File: src/rtl/fb_write_arbiter.sv
// Framebuffer write arbiter: round-robin A/B grants outside the visible area,
// plus an optional frame-start clear sequencer (FB_CLEAR_EN).
// Ports: clk, reset, display_on, vpos; a_req/a_addr/a_data/a_ack;
//   b_req/b_addr/b_data/b_ack; we/addr/ram_d (registered RAM port); clearing.
module fb_write_arbiter #(
  parameter int ADDR_W = 12,
  parameter int DATA_W = 8,
  parameter logic [DATA_W-1:0] CLEAR_VAL = 8'h00
) (
  input  logic              clk,
  input  logic              reset,
  input  logic              display_on,
  input  logic [8:0]        vpos,
  input  logic              a_req,
  input  logic [ADDR_W-1:0] a_addr,
  input  logic [DATA_W-1:0] a_data,
  output logic              a_ack,
  input  logic              b_req,
  input  logic [ADDR_W-1:0] b_addr,
  input  logic [DATA_W-1:0] b_data,
  output logic              b_ack,
  output logic              we,
  output logic [ADDR_W-1:0] addr,
  output logic [DATA_W-1:0] ram_d,
  output logic              clearing
);

`ifdef FB_CLEAR_EN
  typedef enum logic [1:0] {IDLE, WRITE_A, WRITE_B, CLEAR} state_t;
`else
  typedef enum logic [1:0] {IDLE, WRITE_A, WRITE_B} state_t;
`endif

  state_t state_q, state_d;
  logic we_d, a_ack_d, b_ack_d;
  logic [ADDR_W-1:0] addr_d;
  logic [DATA_W-1:0] data_d;
  logic last_b_q, last_b_d;
  logic [8:0] vpos_q, vpos_qq;
  logic frame_start;
  logic clear_go;

  // Frame start: registered scanline just wrapped from nonzero to 0.
  assign frame_start = (vpos_q == 9'd0) && (vpos_qq != 9'd0);

`ifdef FB_CLEAR_EN
  // Extra MSB marks "all addresses written".
  logic [ADDR_W:0] clr_q, clr_d;
  assign clear_go = frame_start;
  assign clearing = (state_q == CLEAR);
`else
  logic unused_fs;
  assign unused_fs = frame_start;
  assign clear_go  = 1'b0;
  assign clearing  = 1'b0;
`endif

  always_comb begin
    state_d  = state_q;
    we_d     = 1'b0;
    a_ack_d  = 1'b0;
    b_ack_d  = 1'b0;
    addr_d   = addr;
    data_d   = ram_d;
    last_b_d = last_b_q;
`ifdef FB_CLEAR_EN
    clr_d    = clr_q;
`endif
    case (state_q)
      IDLE: begin
        if (clear_go) begin
`ifdef FB_CLEAR_EN
          state_d = CLEAR;
          clr_d   = '0;
`endif
        end else if (!display_on && (a_req || b_req)) begin
          // Tie goes to whoever was not granted last.
          if (a_req && (!b_req || last_b_q)) begin
            state_d  = WRITE_A;
            we_d     = 1'b1;
            a_ack_d  = 1'b1;
            addr_d   = a_addr;
            data_d   = a_data;
            last_b_d = 1'b0;
          end else begin
            state_d  = WRITE_B;
            we_d     = 1'b1;
            b_ack_d  = 1'b1;
            addr_d   = b_addr;
            data_d   = b_data;
            last_b_d = 1'b1;
          end
        end
      end
      WRITE_A, WRITE_B: begin
        state_d = IDLE;
`ifdef FB_CLEAR_EN
        if (clear_go) begin
          state_d = CLEAR;
          clr_d   = '0;
        end
`endif
      end
`ifdef FB_CLEAR_EN
      CLEAR: begin
        // Stay one cycle past the last write so we=1 only shows in CLEAR.
        if (clr_q[ADDR_W]) begin
          state_d = IDLE;
        end else if (!display_on) begin
          we_d   = 1'b1;
          addr_d = clr_q[ADDR_W-1:0];
          data_d = CLEAR_VAL;
          clr_d  = clr_q + 1'b1;
        end
      end
`endif
      default: state_d = IDLE;
    endcase
  end

  always_ff @(posedge clk or posedge reset) begin
    if (reset) begin
      state_q  <= IDLE;
      we       <= 1'b0;
      a_ack    <= 1'b0;
      b_ack    <= 1'b0;
      addr     <= '0;
      ram_d    <= '0;
      last_b_q <= 1'b1;
      vpos_q   <= 9'd0;
      vpos_qq  <= 9'd0;
    end else begin
      state_q  <= state_d;
      we       <= we_d;
      a_ack    <= a_ack_d;
      b_ack    <= b_ack_d;
      addr     <= addr_d;
      ram_d    <= data_d;
      last_b_q <= last_b_d;
      vpos_q   <= vpos;
      vpos_qq  <= vpos_q;
    end
  end

`ifdef FB_CLEAR_EN
  always_ff @(posedge clk or posedge reset) begin
    if (reset) clr_q <= '0;
    else       clr_q <= clr_d;
  end
`endif

endmodule
File: config.mk
export PLATFORM = sky130hd
export DESIGN_NAME = fb_write_arbiter
export DESIGN_NICKNAME = d
export VERILOG_FILES = /design/src/rtl/fb_write_arbiter.sv
export SDC_FILE = /design/constraint.sdc
export NUM_CORES = 1
export LEC_CHECK = 0
export BUFFER_PORTS_ARGS = -buffer_cell sky130_fd_sc_hd__buf_2
export CAP_MARGIN = 20
export CORE_MARGIN = 5
export CORE_UTILIZATION = 44
export CTS_CLUSTER_DIAMETER = 40
export DETAILED_ROUTE_END_ITERATION = 8
export GPL_TIMING_DRIVEN = 1
export PLACE_DENSITY = 0.79
export SETUP_SLACK_MARGIN = 0.15
export SLEW_MARGIN = 20
export SYNTH_ARGS = -nofsm -noshare
export SYNTH_HDL_FRONTEND = slang
export SYNTH_SLANG_ARGS = --single-unit
File: constraint.sdc
create_clock -name clk -period 1.5 [get_ports clk]
set_clock_uncertainty 0.1 [all_clocks]
set_input_delay 0.075 -clock clk [delete_from_list [all_inputs] [get_ports clk]]
set_output_delay 0.075 -clock clk [all_outputs]
set_load 0.02 [all_outputs]
Yosys cells after proc, flatten, opt, wreduce, memory -nomap -nowiden
Cells that the tools add are included.
Storage, ports and cells
  register bits: 26
  input port bits: 54
  output and inout bits: 24
  word-level logic and storage cells: 29
Cells by class
  eq/ne operators: 1
  mux-type cells: 13
  reduce and logical (&&, ||, !) cells: 8
Operators with widths (number)
  two-way mux 12 bit: 1
  two-way mux 1 bit: 8
  two-way mux 8 bit: 1
  two-way mux 2 bit: 3
  logical AND 1 bit: 2
  logical NOT 1 bit: 2
  logical NOT 2 bit: 1
  logical OR 1 bit: 2
  inequality test 2 bit (second input constant): 1
  AND reduction 2 bit: 1

Longest topological paths before layout
Gate-level depths: netlist (run 1).
  word-level depth: 6
  gate-level depth with buffers: 5

Worst setup path after synthesis (run 1)
Ideal clock, no wire load.
  path kind: register to register
  start point: register last_b_q
  end point: register addr[8]
  library setup time: 0.131 ns
  arrival: 1.107 ns
  required time: 1.269 ns
  slack: 0.162 ns
  cell stages (with the launch flop): 6
  path buffers: 2
  period minus slack after synthesis: 1.338 ns
  cell sequence: dfstp_2 nor2b_2 buf_6 buf_6 o32ai_1 a2bb2oi_1
Between the ends
  word-level cells in the longest chain between the ends: 3
Ends and longest elaborated chain
  from (decl): RTL line 38  | logic last_b_q, last_b_d;
  from (signal assigned): RTL line 139  | last_b_q <= last_b_d;
  logical OR 1 bit: RTL line 78  | if (a_req && (!b_req || last_b_q)) begin
  logical AND 1 bit: RTL line 78
  two-way mux 12 bit: RTL line 78
  to (signal assigned): RTL line 137  | addr <= addr_d;
  to (decl): RTL line 23  | output logic [ADDR_W-1:0] addr,
No other way between the ends.
A chain may end at the register's enable or synchronous reset.

Final worst setup path (run 1)
  start point: register last_b_q
  end point: register addr[6]
The elaborated chain is that of the path after synthesis.

==> flow_metrics.tcl, run 1 <==
set metrics [dict create \
    grt-ovfl-total 0 \
    syn_area_um2 1420 \
    antenna_found_initial 0 \
    hpwl_mm 2.61 \
    vias_per_cell 5.33 \
    clk_pin_slew_ps 140 \
    n_antenna_cell 0 \
    antenna_left 0 \
    synth.area.top_cells "dfrtp_1, o32ai_2, a2bb2oi_2, buf_6, a2bb2oi_1" \
    die_w_um 66.7 \
    grt_max_degree 25 \
    wl_per_cell_um 18.5 \
    rsz0062_at_grt "yes" \
    cp-end-kind "flop" \
    reg2reg_depth 4 \
    drive_above_1_share_pct 63.2 \
    max_cap_violations 0 \
    first_pass_iters 4 \
    core_area_um2 3080 \
    finalMaxSlewViolations 0 \
    root_buffer "clkbuf_4" \
    period_share_pct 92.0 \
    wl_mm 4.59 \
    syn_nets 144 \
    tightestPinTransition_ps 692 \
    ys_seq_elements 26 \
    grt_pass1_vias 1361 \
    io_pins 78 \
    peakVddDrop_mv 0.578 \
    synth_top_cell_area_share_pct 44.2 \
    worst_ep_arrival_time_ps 1500 \
    worstReg2RegEnd "addr[6]" \
    htreeDepth 1 \
    yosysUniqueCellTypes 21 \
    whs_ps 24.5 \
    place_inst 197 \
    areaGrowthSynthToFinish_pct 69.3 \
    netlist_instances 90 \
    outcome "finished clean" \
    yosysTopAreaCell "dfrtp_1" \
    seq_area_frac_synth_pct 46.1 \
    hold_path_end "addr[8]" \
    clock_path_buffers 2 \
    powerDensity_nw_per_um2 1010 \
    drt_iter0_drc 46 \
    r2r_start "last_b_q" \
    layout_commonest_cell "buf_2" \
    holdPathStages 3 \
    std_cell_rows 20 \
    hold_start "a_addr[8]" \
    cts_buffers 3 \
    crit_type "reg -> reg" \
    die_h_um 66.7 \
    crit_start "last_b_q" \
    start_kind "flop" \
    power_mw 2.41 \
    cts_tree "built" \
    setup_viol 0 \
    layout_common_cells "buf_2, dlygate4sd3_1, dfrtp_1" \
    finalSetupTns_ps 0 \
    synth_edf_count 0 \
    gp_congestion 0.701 \
    ys_warn_count 0 \
    remaining_drc_errors 0 \
    fmax_mhz 725 \
    clk_latency_ps 320 \
    grt_pass1_wl_mm 6.67 \
    clock-sinks 26 \
    synthFlopType "dfrtp_1" \
    nNetsFinal 259 \
    crit_required_ps 1620 \
    final_hold_viol_count 0 \
    async_reset_ff_share_pct 100 \
    syn_avg_cell_area_um2 15.7 \
    slew_headroom_pct 53.8 \
    start_util_pct 46.0 \
    vias 1321 \
    cp_max_fo 14 \
    grt_use_total_pct 20.1 \
    final_cells 248 \
    die-area_um2 4450 \
    static-leakage-power_nw 1.02 \
    finalCriticalPeriod_ps 1380 \
    hold_path_class "in -> reg" \
    portBuffers 67 \
    reg2reg_slack_ps 120 \
]
==> critical path, cell delays in order (launching register included) <==
cell and delay (ps):
dfstp_2 580, nor2b_2 60, buf_6 170, o32ai_2 270
a2bb2oi_2 100
==> state kept, by name, summed over array words and instances, names as in the netlist <==
name and count:
state_q 2, ram_d 8, a_ack 1, last_b_q 1
we 1, addr 12, b_ack 1
==> metal layers <==
metal / part of all wire, % / vias up / track usage [%]
li1: - / 601 / -
met1: 38 / 668 / 23.0
met5: 0 / - / 0
met4: 1.6 / 0 / 6.35
met3: 4.8 / 8 / 2.19
met2: 56 / 44 / 38.4
==> repair_timing <==
item                                   CTS  global route
endpoints found under the hold margin   47             0
setup buffers                            0             5
pin swaps                                1             3
setup endpoints to repair               23            24
hold buffers                            39             0
gates resized for setup                  2            15
cloned                                   2             1
==> metrics by stage <==
| step | utilization, % | setup WS (ps) | area [um^2] |
|---|---|---|---|
| after floorplan | - | 162 | 1420 |
| after detailed placement | 58.2 | 53.4 | 1790 |
| final | 77.8 | 120 | 2400 |
| after global placement | 58.2 | 134 | 1790 |
| after global routing | 77.8 | 87.0 | 2400 |
| after CTS | 72.7 | 115 | 2240 |
==> cells by family after synthesis <==
family	synth area share [%]
buf+inv	7.60
compound gates	42.9
simple gates	3.18
other cells	0.265
flops	46.1
==> layout make-up <==
cell class              instances  area [um^2]
repair buffers                119          878
flip-flops and latches         26          652
multi-input cells              53          777
fillers                       186          682
well taps                      44         55.1
inverters                       2         7.51
clock buffers                   4         26.3
==> synth_stat cells (2+ instances only) <==
cell / instances
a2bb2oi_2: 15
buf_4: 2
o32ai_2: 15
buf_6: 4
a2bb2oi_1: 5
buf_2: 5
dfrtp_1: 25
o21a_1: 2
o32ai_1: 5
==> worst max path at each step <==
stage	end	slack, ps	cells past startpoint
after floorplan	addr[8]	160	5
after global placement	addr[0]	130	3
after detailed placement	addr[0]	50	3
after CTS	state_q[0]	120	3
after global routing	last_b_q	90	4
final	addr[6]	120	4
==> power by group <==
part | switching (mW) | internal (mW)
sequential | 0.110 | 0.855
clock | 0.201 | 0.104
combinational | 0.561 | 0.584
total | 0.872 | 1.54
(Power assumes the default switching activity.)
==> run 2, diff against run 1 <==
--- a/config.mk
+++ b/config.mk
@@ -7,12 +7,14 @@
 export LEC_CHECK = 0
 export BUFFER_PORTS_ARGS = -buffer_cell sky130_fd_sc_hd__buf_2
 export CAP_MARGIN = 20
+export CELL_PAD_IN_SITES_DETAIL_PLACEMENT = 0
+export CELL_PAD_IN_SITES_GLOBAL_PLACEMENT = 1
 export CORE_MARGIN = 5
-export CORE_UTILIZATION = 44
+export CORE_UTILIZATION = 34
 export CTS_CLUSTER_DIAMETER = 40
 export DETAILED_ROUTE_END_ITERATION = 8
 export GPL_TIMING_DRIVEN = 1
-export PLACE_DENSITY = 0.79
+export PLACE_DENSITY_LB_ADDON = 0.1
 export SETUP_SLACK_MARGIN = 0.15
 export SLEW_MARGIN = 20
 export SYNTH_ARGS = -nofsm -noshare
==> flow_metrics.tcl, run 2 (same netlist as run 1, synthesis figures left out) <==
set metrics [dict create \
    cts_buffers 3 \
    cp_max_fo 8 \
    areaGrowthSynthToFinish_pct 65.3 \
    antenna_found_initial 0 \
    setup_viol 0 \
    final_core_util_pct 58.0 \
    crit_type "reg -> reg" \
    vias 1175 \
    place_inst 203 \
    cp_slowest_cell "dfstp_2" \
    clk_pin_slew_ps 100 \
    layout_commonest_cell "buf_2" \
    root_buffer "clkbuf_8" \
    fin_ws_ps 129 \
    crit_required_ps 1560 \
    peakVddDrop_mv 0.996 \
    finalMaxSlewViolations 0 \
    max_cap_violations 0 \
    grt_max_degree 27 \
    htreeDepth 1 \
    portBuffers 67 \
    std_cell_rows 23 \
    clock-sinks 26 \
    powerDensity_nw_per_um2 1170 \
    first_pass_iters 2 \
    wl_mm 4.15 \
    die-area_um2 5550 \
    top_regs "addr x12, ram_d x8, state_q x2" \
    clk_latency_ps 270 \
    final_hold_viol_count 0 \
    period_share_pct 91.4 \
    cts_tree "built" \
    hold_path_class "in -> reg" \
    start_kind "flop" \
    fmax_mhz 729 \
    holdPathStages 3 \
    die_w_um 74.5 \
    cp_cell_sequence "nor2b_4 > clkbuf_16 > o32ai_4 > a2bb2oi_2" \
    final_cells 229 \
    remaining_drc_errors 0 \
    grt_pass1_wl_mm 5.93 \
    dp_slack_ps -33.7 \
    grt_pass1_vias 1170 \
    io_pins 78 \
    nNetsFinal 234 \
    place_area_um2 1810 \
    finalCriticalPeriod_ps 1370 \
    rsz0062_at_grt "yes" \
    design_area_um2 2340 \
    n_antenna_cell 0 \
    cp-end-kind "flop" \
    finalSetupTns_ps 0 \
    slowest_delay_ps 590 \
    wl_per_cell_um 18.1 \
    vias_per_cell 5.13 \
    layout_common_cells "buf_2, dfrtp_1, a2bb2oi_2" \
    power_mw 2.73 \
    core_area_um2 4030 \
    outcome "finished clean" \
    die_h_um 74.5 \
    whs_ps 4.19 \
    worst_ep_arrival_time_ps 1430 \
    reg2reg_depth 4 \
    antenna_left 0 \
    hpwl_mm 2.66 \
    largest_reg_flops 12 \
    static-leakage-power_nw 0.972 \
    grt_use_total_pct 14.2 \
    clock_path_buffers 2 \
    gp_congestion 0.685 \
    drive_above_1_share_pct 72.6 \
    grt-ovfl-total 0 \
    start_util_pct 35.1 \
    top_register "addr" \
    drt_iter0_drc 18 \
]
run 2: area by class of cell:
cell class / count / area (um^2)
fill: 349 / 1690
multi-input combinational: 50 / 837
timing repair buffer: 97 / 708
sequential: 26 / 652
tap: 50 / 62.6
clock buffer: 3 / 41.3
clock inverter: 1 / 30.0
inverter: 2 / 7.51
run 2: final timing paths:
kind	from	end	slack, ps
max in group asynchronous	reset	last_b_q	710
worst min register to register	addr[3]	addr[3]	430
worst max register to register	last_b_q	addr[3]	130
worst min-delay path	a_data[1]	ram_d[1]	4
worst max-delay path	last_b_q	addr[3]	130
min in group asynchronous	reset	we	290
run 2: critical path: cells and delay by family, from the launching register on:
family / cells / cell delay, ps
flip-flops: 1 / 590
buffers and inverters: 1 / 180
AND/OR/NAND/NOR: 1 / 90
AO/OA/AOI/OAI: 2 / 290
run 2: where the power goes:
part           leakage, nW  total, mW  switching [mW]  internal, mW
logic                0.643       1.18           0.575         0.605
clock network       0.0357      0.589           0.231         0.357
registers            0.293      0.960           0.105         0.855
total                0.972       2.73           0.912          1.82
run 2: timing repair:
action / 4_1_cts / 5_1_grt
buffers inserted: 4 / 1
hold buffers: 13 / 1
cloned: 1 / 2
setup endpoints to repair: 20 / 23
pin swaps: 1 / 4
hold endpoints to repair: 37 / 1
resized for setup: 11 / 15
run 2: metal layers:
metal  vias up  global-route usage (%)  wire length (um)
met5         -                       0                 0
met1       589                    18.8              1670
met4         0                    3.75                62
met2        37                    22.4              2160
li1        543                       -                 -
met3         6                    4.46               260
